==> config.mk <==
export PLATFORM = sky130hd
export DESIGN_NAME = turn_input_conditioner_flat
export DESIGN_NICKNAME = d
export VERILOG_FILES = /design/src/rtl/turn_input_conditioner_pkg.sv /design/src/rtl/turn_input_conditioner_if.sv /design/src/rtl/turn_input_conditioner_key_debouncer.sv /design/src/rtl/turn_input_conditioner.sv /design/src/flat_wrapper.sv
export SDC_FILE = /design/constraint.sdc
export NUM_CORES = 1
export LEC_CHECK = 0
export CORE_MARGIN = 5
export CORE_UTILIZATION = 57
export CTS_CLUSTER_DIAMETER = 60
export DETAILED_ROUTE_END_ITERATION = 16
export DONT_BUFFER_PORTS = 1
export PLACE_DENSITY = 0.75
export SETUP_SLACK_MARGIN = 0.02
export SKIP_CTS_REPAIR_TIMING = 1
export SLEW_MARGIN = 30
export SYNTH_ARGS = -nofsm -noshare
export SYNTH_HDL_FRONTEND = slang
export SYNTH_HIERARCHICAL = 1
export SYNTH_SLANG_ARGS = --single-unit
export TNS_END_PERCENT = 20
==> constraint.sdc <==
create_clock -name clock_25 -period 2.66 [get_ports clock_25]
set_input_delay 0.532 -clock clock_25 [delete_from_list [all_inputs] [get_ports clock_25]]
set_output_delay 0.532 -clock clock_25 [all_outputs]
set_load 0.01 [all_outputs]
==> src/rtl/turn_input_conditioner_pkg.sv <==
// Shared constants for the turn-button conditioning path: debounce FSM state
// encoding, pending-turn encoding and the default debounce length.
package turn_input_conditioner_pkg;

    // 10 ms at 25 MHz
    localparam int DEFAULT_DEBOUNCE_CYCLES = 250000;

    // Debounce FSM states
    localparam logic [1:0] UP        = 2'b00;
    localparam logic [1:0] WAIT_DOWN = 2'b01;
    localparam logic [1:0] DOWN      = 2'b10;
    localparam logic [1:0] WAIT_UP   = 2'b11;

    // Pending-turn encodings; 2'b11 is never stored
    localparam logic [1:0] TURN_NONE  = 2'b00;
    localparam logic [1:0] TURN_RIGHT = 2'b01;
    localparam logic [1:0] TURN_LEFT  = 2'b10;

endpackage : turn_input_conditioner_pkg

==> src/rtl/turn_input_conditioner_if.sv <==
// Button / game-step bundle between the game wrapper and the turn conditioner.
// KEY2/KEY3 are the raw active-low buttons; right_P/left_P/any_press are the
// conditioned one-cycle pulses handed to snake_game_fsm.
interface turn_input_conditioner_if;
    logic KEY2;
    logic KEY3;
    logic game_tik;
    logic sync_reset;
    logic right_P;
    logic left_P;
    logic any_press;

    modport master (
        output KEY2,
        output KEY3,
        output game_tik,
        output sync_reset,
        input  right_P,
        input  left_P,
        input  any_press
    );

    modport slave (
        input  KEY2,
        input  KEY3,
        input  game_tik,
        input  sync_reset,
        output right_P,
        output left_P,
        output any_press
    );
endinterface : turn_input_conditioner_if

==> src/rtl/turn_input_conditioner_key_debouncer.sv <==
// One push-button: two-flop synchroniser, saturating stability counter and a
// four-state debounce FSM. press_evt pulses for one cycle when a press has been
// stable for DEBOUNCE_CYCLES cycles; releases produce no event.
module key_debouncer
    import turn_input_conditioner_pkg::*;
#(
    parameter int DEBOUNCE_CYCLES = DEFAULT_DEBOUNCE_CYCLES,
    parameter int DEBOUNCE_BITS   = 18
) (
    input  logic clock_25,
    input  logic reset,
    input  logic key_n,
    output logic press_evt
);

    localparam logic [DEBOUNCE_BITS-1:0] CNT_LAST = DEBOUNCE_BITS'(DEBOUNCE_CYCLES - 1);
    localparam logic [DEBOUNCE_BITS-1:0] CNT_MAX  = {DEBOUNCE_BITS{1'b1}};
    localparam logic [DEBOUNCE_BITS-1:0] CNT_ZERO = {DEBOUNCE_BITS{1'b0}};
    localparam logic [DEBOUNCE_BITS-1:0] CNT_ONE  = DEBOUNCE_BITS'(1);

    logic                     sync1_q, sync1_d;
    logic                     sync2_q, sync2_d;
    logic [1:0]               state_q, state_d;
    logic [DEBOUNCE_BITS-1:0] cnt_q, cnt_d;
    logic                     pressed_s;
    logic [DEBOUNCE_BITS-1:0] cnt_inc_s;

    // Synchroniser chain input and saturating counter increment
    always_comb begin
        sync1_d   = key_n;
        sync2_d   = sync1_q;
        pressed_s = ~sync2_q;
        if (cnt_q == CNT_MAX) begin
            cnt_inc_s = cnt_q;
        end else begin
            cnt_inc_s = cnt_q + CNT_ONE;
        end
    end

    // Debounce FSM: a level change must hold for DEBOUNCE_CYCLES cycles
    always_comb begin
        state_d   = state_q;
        cnt_d     = cnt_q;
        press_evt = 1'b0;
        case (state_q)
            UP: begin
                if (pressed_s) begin
                    state_d = WAIT_DOWN;
                    cnt_d   = CNT_ZERO;
                end else begin
                    state_d = UP;
                end
            end
            WAIT_DOWN: begin
                if (!pressed_s) begin
                    state_d = UP;
                    cnt_d   = CNT_ZERO;
                end else if (cnt_q == CNT_LAST) begin
                    state_d   = DOWN;
                    cnt_d     = CNT_ZERO;
                    press_evt = 1'b1;
                end else begin
                    cnt_d = cnt_inc_s;
                end
            end
            DOWN: begin
                if (!pressed_s) begin
                    state_d = WAIT_UP;
                    cnt_d   = CNT_ZERO;
                end else begin
                    state_d = DOWN;
                end
            end
            WAIT_UP: begin
                if (pressed_s) begin
                    state_d = DOWN;
                    cnt_d   = CNT_ZERO;
                end else if (cnt_q == CNT_LAST) begin
                    state_d = UP;
                    cnt_d   = CNT_ZERO;
                end else begin
                    cnt_d = cnt_inc_s;
                end
            end
            default: begin
                state_d = UP;
                cnt_d   = CNT_ZERO;
            end
        endcase
    end

    // State, counter and synchroniser flops; synchroniser idles released (1)
    always_ff @(posedge clock_25 or negedge reset) begin
        if (!reset) begin
            sync1_q <= 1'b1;
            sync2_q <= 1'b1;
            state_q <= UP;
            cnt_q   <= CNT_ZERO;
        end else begin
            sync1_q <= sync1_d;
            sync2_q <= sync2_d;
            state_q <= state_d;
            cnt_q   <= cnt_d;
        end
    end

endmodule : key_debouncer

==> src/rtl/turn_input_conditioner.sv <==
// Turn-button conditioner: debounces KEY2 (right) and KEY3 (left), keeps the
// most recent accepted press in a pending register and releases it as a
// one-cycle right_P/left_P pulse on the next game_tik, so every snake step
// applies at most one turn and no press between steps is lost.
module turn_input_conditioner
    import turn_input_conditioner_pkg::*;
#(
    parameter int DEBOUNCE_CYCLES = DEFAULT_DEBOUNCE_CYCLES,
    parameter int DEBOUNCE_BITS   = 18
) (
    input  logic                     clock_25,
    input  logic                     reset,
    turn_input_conditioner_if.slave  bus
);

    logic       right_evt_s;
    logic       left_evt_s;
    logic [1:0] pend_q, pend_d;
    logic [1:0] pend_base_s;
    logic       right_p_q, right_p_d;
    logic       left_p_q, left_p_d;
    logic       any_press_q, any_press_d;

    key_debouncer #(
        .DEBOUNCE_CYCLES (DEBOUNCE_CYCLES),
        .DEBOUNCE_BITS   (DEBOUNCE_BITS)
    ) u_right_key (
        .clock_25  (clock_25),
        .reset     (reset),
        .key_n     (bus.KEY2),
        .press_evt (right_evt_s)
    );

    key_debouncer #(
        .DEBOUNCE_CYCLES (DEBOUNCE_CYCLES),
        .DEBOUNCE_BITS   (DEBOUNCE_BITS)
    ) u_left_key (
        .clock_25  (clock_25),
        .reset     (reset),
        .key_n     (bus.KEY3),
        .press_evt (left_evt_s)
    );

    // Pending-turn update and output pulse selection. A tik drains pend first;
    // a press in the same cycle lands in pend afterwards, for the next tik.
    always_comb begin
        right_p_d   = 1'b0;
        left_p_d    = 1'b0;
        pend_base_s = pend_q;
        pend_d      = pend_q;
        any_press_d = right_evt_s | left_evt_s;
        if (bus.sync_reset) begin
            pend_base_s = TURN_NONE;
            pend_d      = TURN_NONE;
        end else begin
            if (bus.game_tik) begin
                right_p_d   = (pend_q == TURN_RIGHT);
                left_p_d    = (pend_q == TURN_LEFT);
                pend_base_s = TURN_NONE;
            end else begin
                pend_base_s = pend_q;
            end
            case ({right_evt_s, left_evt_s})
                2'b10:   pend_d = TURN_RIGHT;
                2'b01:   pend_d = TURN_LEFT;
                // no event, or simultaneous events that cancel each other
                default: pend_d = pend_base_s;
            endcase
        end
    end

    // Pending register and registered output pulses
    always_ff @(posedge clock_25 or negedge reset) begin
        if (!reset) begin
            pend_q      <= TURN_NONE;
            right_p_q   <= 1'b0;
            left_p_q    <= 1'b0;
            any_press_q <= 1'b0;
        end else begin
            pend_q      <= pend_d;
            right_p_q   <= right_p_d;
            left_p_q    <= left_p_d;
            any_press_q <= any_press_d;
        end
    end

    assign bus.right_P   = right_p_q;
    assign bus.left_P    = left_p_q;
    assign bus.any_press = any_press_q;

endmodule : turn_input_conditioner
==> src/flat_wrapper.sv <==
// flat-port wrapper written by rule: the top's interface ports become plain ports
module turn_input_conditioner_flat import turn_input_conditioner_pkg::*;
#(
    parameter int DEBOUNCE_CYCLES = DEFAULT_DEBOUNCE_CYCLES,
    parameter int DEBOUNCE_BITS   = 18
)
  (clock_25, reset, bus_KEY2, bus_KEY3, bus_game_tik, bus_sync_reset, bus_right_P, bus_left_P, bus_any_press);
  turn_input_conditioner_if bus_i ();
  input  logic clock_25;
  input  logic reset;
  input wire logic [$bits(bus_i.KEY2)-1:0] bus_KEY2;
  input wire logic [$bits(bus_i.KEY3)-1:0] bus_KEY3;
  input wire logic [$bits(bus_i.game_tik)-1:0] bus_game_tik;
  input wire logic [$bits(bus_i.sync_reset)-1:0] bus_sync_reset;
  output wire logic [$bits(bus_i.right_P)-1:0] bus_right_P;
  output wire logic [$bits(bus_i.left_P)-1:0] bus_left_P;
  output wire logic [$bits(bus_i.any_press)-1:0] bus_any_press;
  assign bus_i.KEY2 = bus_KEY2;
  assign bus_i.KEY3 = bus_KEY3;
  assign bus_i.game_tik = bus_game_tik;
  assign bus_i.sync_reset = bus_sync_reset;
  assign bus_right_P = bus_i.right_P;
  assign bus_left_P = bus_i.left_P;
  assign bus_any_press = bus_i.any_press;
  turn_input_conditioner #(.DEBOUNCE_CYCLES(DEBOUNCE_CYCLES), .DEBOUNCE_BITS(DEBOUNCE_BITS)) u_core (.clock_25(clock_25), .reset(reset), .bus(bus_i));
endmodule
==> results_dict.tcl <==
set metrics [dict create \
    status "finished, final reports clean" \
    sum_of_buffers_and_inverters_on_the_critical_path 1 \
    finalClockSkew_ps 7.37 \
    antenna_left 0 \
    grt_pass1_vias 1956 \
    gp_congestion 0.865 \
    place_inst 340 \
    worst_r2r_path_depth 10 \
    synth_enable_flop_cells 0 \
    placementRows 25 \
    chipHeight_um 79.4 \
    portBuffers 0 \
    coreArea_um2 4690 \
    crit_top_cell "sky130_fd_sc_hd__nor3_2" \
    cellPowerDensity_nw_per_um2 448 \
    multi_input_comb_area_um2 1440 \
    initialDrtViolationCount 168 \
    mostFrequentLayoutCell "sky130_fd_sc_hd__dfrtp_1" \
    syn-instance-count 288 \
    filler_cells 379 \
    clock_insertion_delay_at_the_later_pin_of_the_skew_report_ps 310 \
    mappedNetlistArea_um2 2750 \
    leftover_overflow_at_the_end_of_global_routing 0 \
    post_route_cells_drive_above_1_share 0.141 \
    worst-setup-path-type "register to register" \
    all_layer_gr_usage 0.183 \
    grt_start_max_net_pins 50 \
    max_cap_violations 0 \
    synth-warning-count 6 \
    synthesis.nets 299 \
    clock_net_sink_count 49 \
    path_cells "ha_2 > and3_1 > nand3_1 > nor3_2 > nand2_1 > nor3_2 > inv_1 > ha_1 > or3b_1 > a21oi_1" \
    yosysSeqAreaShare 0.448 \
    grt_pass1_wl_um 9140 \
    area.sequential_um2 1230 \
    path_max_fanout 4 \
    critical-path-slowest-cell "sky130_fd_sc_hd__dfrtp_1" \
    power_leakage_nw 1.17 \
    timing.fmax_mhz 386 \
    syn_to_layout_area_delta_pct 8.75 \
    ctsHtreeMaxLevel 2 \
    wirelength_um 5740 \
    post-dp-hpwl_um 3750 \
    synth_area_per_cell_um2 9.53 \
    die_w_um 79.4 \
    timing.max_slew.rel_slack 0.540 \
    path_clk_slew_ps 100 \
    fin_crit_sh 0.975 \
    drt-wirelength-per-cell_um 16.3 \
    synthDistinctLibCells 52 \
    max_stage_delay_ps 410 \
    worst-slew-pin-transition_ps 688 \
    die_area_um2 6300 \
    mostFrequentLayoutCells "sky130_fd_sc_hd__dfrtp_1 (45), sky130_fd_sc_hd__nor2_1 (31), sky130_fd_sc_hd__a21oi_1 (22), sky130_fd_sc_hd__nand2_1 (22), sky130_fd_sc_hd__xnor2_1 (19)" \
    final_period_minus_worst_setup_slack_ps 2590 \
    worstPathRequired_ps 2900 \
    worst_path_dominant_cell_family "simple AND/OR/NAND/NOR gates" \
    final_max_slew_viol_count 0 \
    ys_async_sr_fraction 1.00 \
    antenna_found_initial 0 \
    drt_first_pass_iters 4 \
    avgViaCountPerCell 6.32 \
    clock_tree_from_tritoncts "built" \
    dpl_worst_slack_ps 20.0 \
    initial_utilization 0.585 \
    vias 2226 \
    r2r_start "u_core/u_left_key/cnt_q[0]$_DFFE_PN0P_" \
    tritoncts.num_buffers 5 \
    worstSetupEndpointType "register" \
    max-vdd-ir-drop_v 0.000370 \
    final_hold_viol_count 0 \
    critical_path.startpoint_type "register" \
    cts_root_buffer "sky130_fd_sc_hd__clkbuf_8" \
    yosys_register_bits 49 \
    clock_tree.buffer_depth 2 \
    whs_ps 44.8 \
    finalNonFillerCells 352 \
    hold_path.class "input pin to asynchronous set/reset pin" \
    drcViolationCount 0 \
    data_arrival_time_at_the_worst_slack_endpoint_ps 2830 \
    antenna_cells_inserted 0 \
    finalSetupViolations 0 \
    reg2reg_to "u_core/pend_q[1]$_DFFE_PN0P_" \
    setup_slack_of_the_most_critical_reg_to_reg_path_ps 70 \
    floorplan.io_pins 9 \
    main_synth_ff_type "sky130_fd_sc_hd__dfrtp_1" \
    finalWorstSetupSlack_ps 66.2 \
    num-nets-final 308 \
]
==> cells by family (layout without fill, tap and decap cells) <==
logic type / after synthesis / count (layout) / synth area share
buf+inv: 19 / 29 / 0.0360
mux: 2 / 2 / 0.00729
xor+xnor: 20 / 20 / 0.0665
fa+ha+maj: 5 / 5 / 0.0228
simple gates: 125 / 125 / 0.258
flops: 49 / 49 / 0.448
compound gates: 68 / 68 / 0.161
==> flip-flops by register name, summed over array words and instances (netlist names), named ones only <==
signal,cells
u_core/u_right_key/cnt_q,18
u_core/u_right_key/state_q,1
u_core/u_left_key/state_q,1
u_core/u_right_key/sync2_q,1
u_core/u_left_key/sync2_q,1
u_core/u_left_key/sync1_q,1
u_core/u_left_key/cnt_q,18
u_core/bus.any_press,1
u_core/bus.right_P,1
u_core/bus.left_P,1
u_core/pend_q,2
u_core/u_right_key/sync1_q,1
==> how the worst max path moves through the flow <==
stage	slack (ps)	cells after the start	from	to
floorplan	180	8	u_core/u_right_key/cnt_q[8]$_DFFE_PN0P_	u_core/pend_q[0]$_DFFE_PN0P_
global placement	140	8	u_core/u_right_key/cnt_q[8]$_DFFE_PN0P_	u_core/pend_q[0]$_DFFE_PN0P_
detailed placement	20	8	u_core/u_right_key/cnt_q[10]$_DFFE_PN0P_	u_core/pend_q[1]$_DFFE_PN0P_
CTS	-1	8	u_core/u_right_key/cnt_q[8]$_DFFE_PN0P_	u_core/pend_q[1]$_DFFE_PN0P_
global route	-50	10	u_core/u_left_key/cnt_q[0]$_DFFE_PN0P_	u_core/pend_q[1]$_DFFE_PN0P_
finish	70	10	u_core/u_left_key/cnt_q[0]$_DFFE_PN0P_	u_core/pend_q[1]$_DFFE_PN0P_
==> power breakdown <==
group / internal [W] / leakage, nW / switching [W]
logic: 0.0000353 / 0.456 / 0.0000541
registers: 0.000760 / 0.663 / 0.0000141
clock network: 0.000197 / 0.0506 / 0.000278
total: 0.000992 / 1.17 / 0.000347
==> worst register-to-register path, cell delays in order (launching register included) <==
cell	delay, ps
sky130_fd_sc_hd__dfrtp_1	410
sky130_fd_sc_hd__ha_2	220
sky130_fd_sc_hd__and3_1	200
sky130_fd_sc_hd__nand3_1	140
sky130_fd_sc_hd__nor3_2	240
sky130_fd_sc_hd__nand2_1	150
sky130_fd_sc_hd__nor3_2	270
sky130_fd_sc_hd__inv_1	90
sky130_fd_sc_hd__ha_1	310
sky130_fd_sc_hd__or3b_1	350
sky130_fd_sc_hd__a21oi_1	140
==> stage by stage <==
stage	area [um^2]	setup TNS [ps]	utilization	power, W
2_1_floorplan	2750	0	-	0.000839
3_3_place_gp	2820	0	0.600	0.000851
3_5_place_dp	2820	0	0.600	0.000853
4_1_cts	2910	-0.956	0.621	0.00133
5_1_grt	2990	-84.6	0.636	0.00140
6_report	2990	0	0.636	0.00134
==> layout make-up <==
type / instances / area share
Sequential cell: 49 / 0.412
Tap cell: 54 / 0.0226
Inverter: 7 / 0.00880
Multi-Input combinational cell: 220 / 0.482
Clock inverter: 3 / 0.00964
Clock buffer: 5 / 0.0231
Timing Repair Buffer: 14 / 0.0419
==> cell usage after synthesis (7+ instances only) <==
cell / count / area share
sky130_fd_sc_hd__a211oi_1: 11 / 0.030
sky130_fd_sc_hd__a21oi_1: 22 / 0.040
sky130_fd_sc_hd__dfrtp_1: 45 / 0.41
sky130_fd_sc_hd__inv_1: 7 / 0.0096
sky130_fd_sc_hd__nand2_1: 22 / 0.030
sky130_fd_sc_hd__nand3_1: 17 / 0.031
sky130_fd_sc_hd__nor2_1: 31 / 0.042
sky130_fd_sc_hd__nor3_1: 7 / 0.013
sky130_fd_sc_hd__o21ai_0: 11 / 0.020
sky130_fd_sc_hd__xnor2_1: 19 / 0.061
==> routing by layer <==
layer  part of all wire  wire (um)  vias up  track usage
met5                  0          0        -            0
met4              0.012         71        0       0.0653
met3              0.043        245        7       0.0293
met2               0.47       2690       58        0.277
met1               0.48       2740     1077        0.265
li1                   -          -     1084            -
No activity file was read; power rests on OpenSTA's default activity.
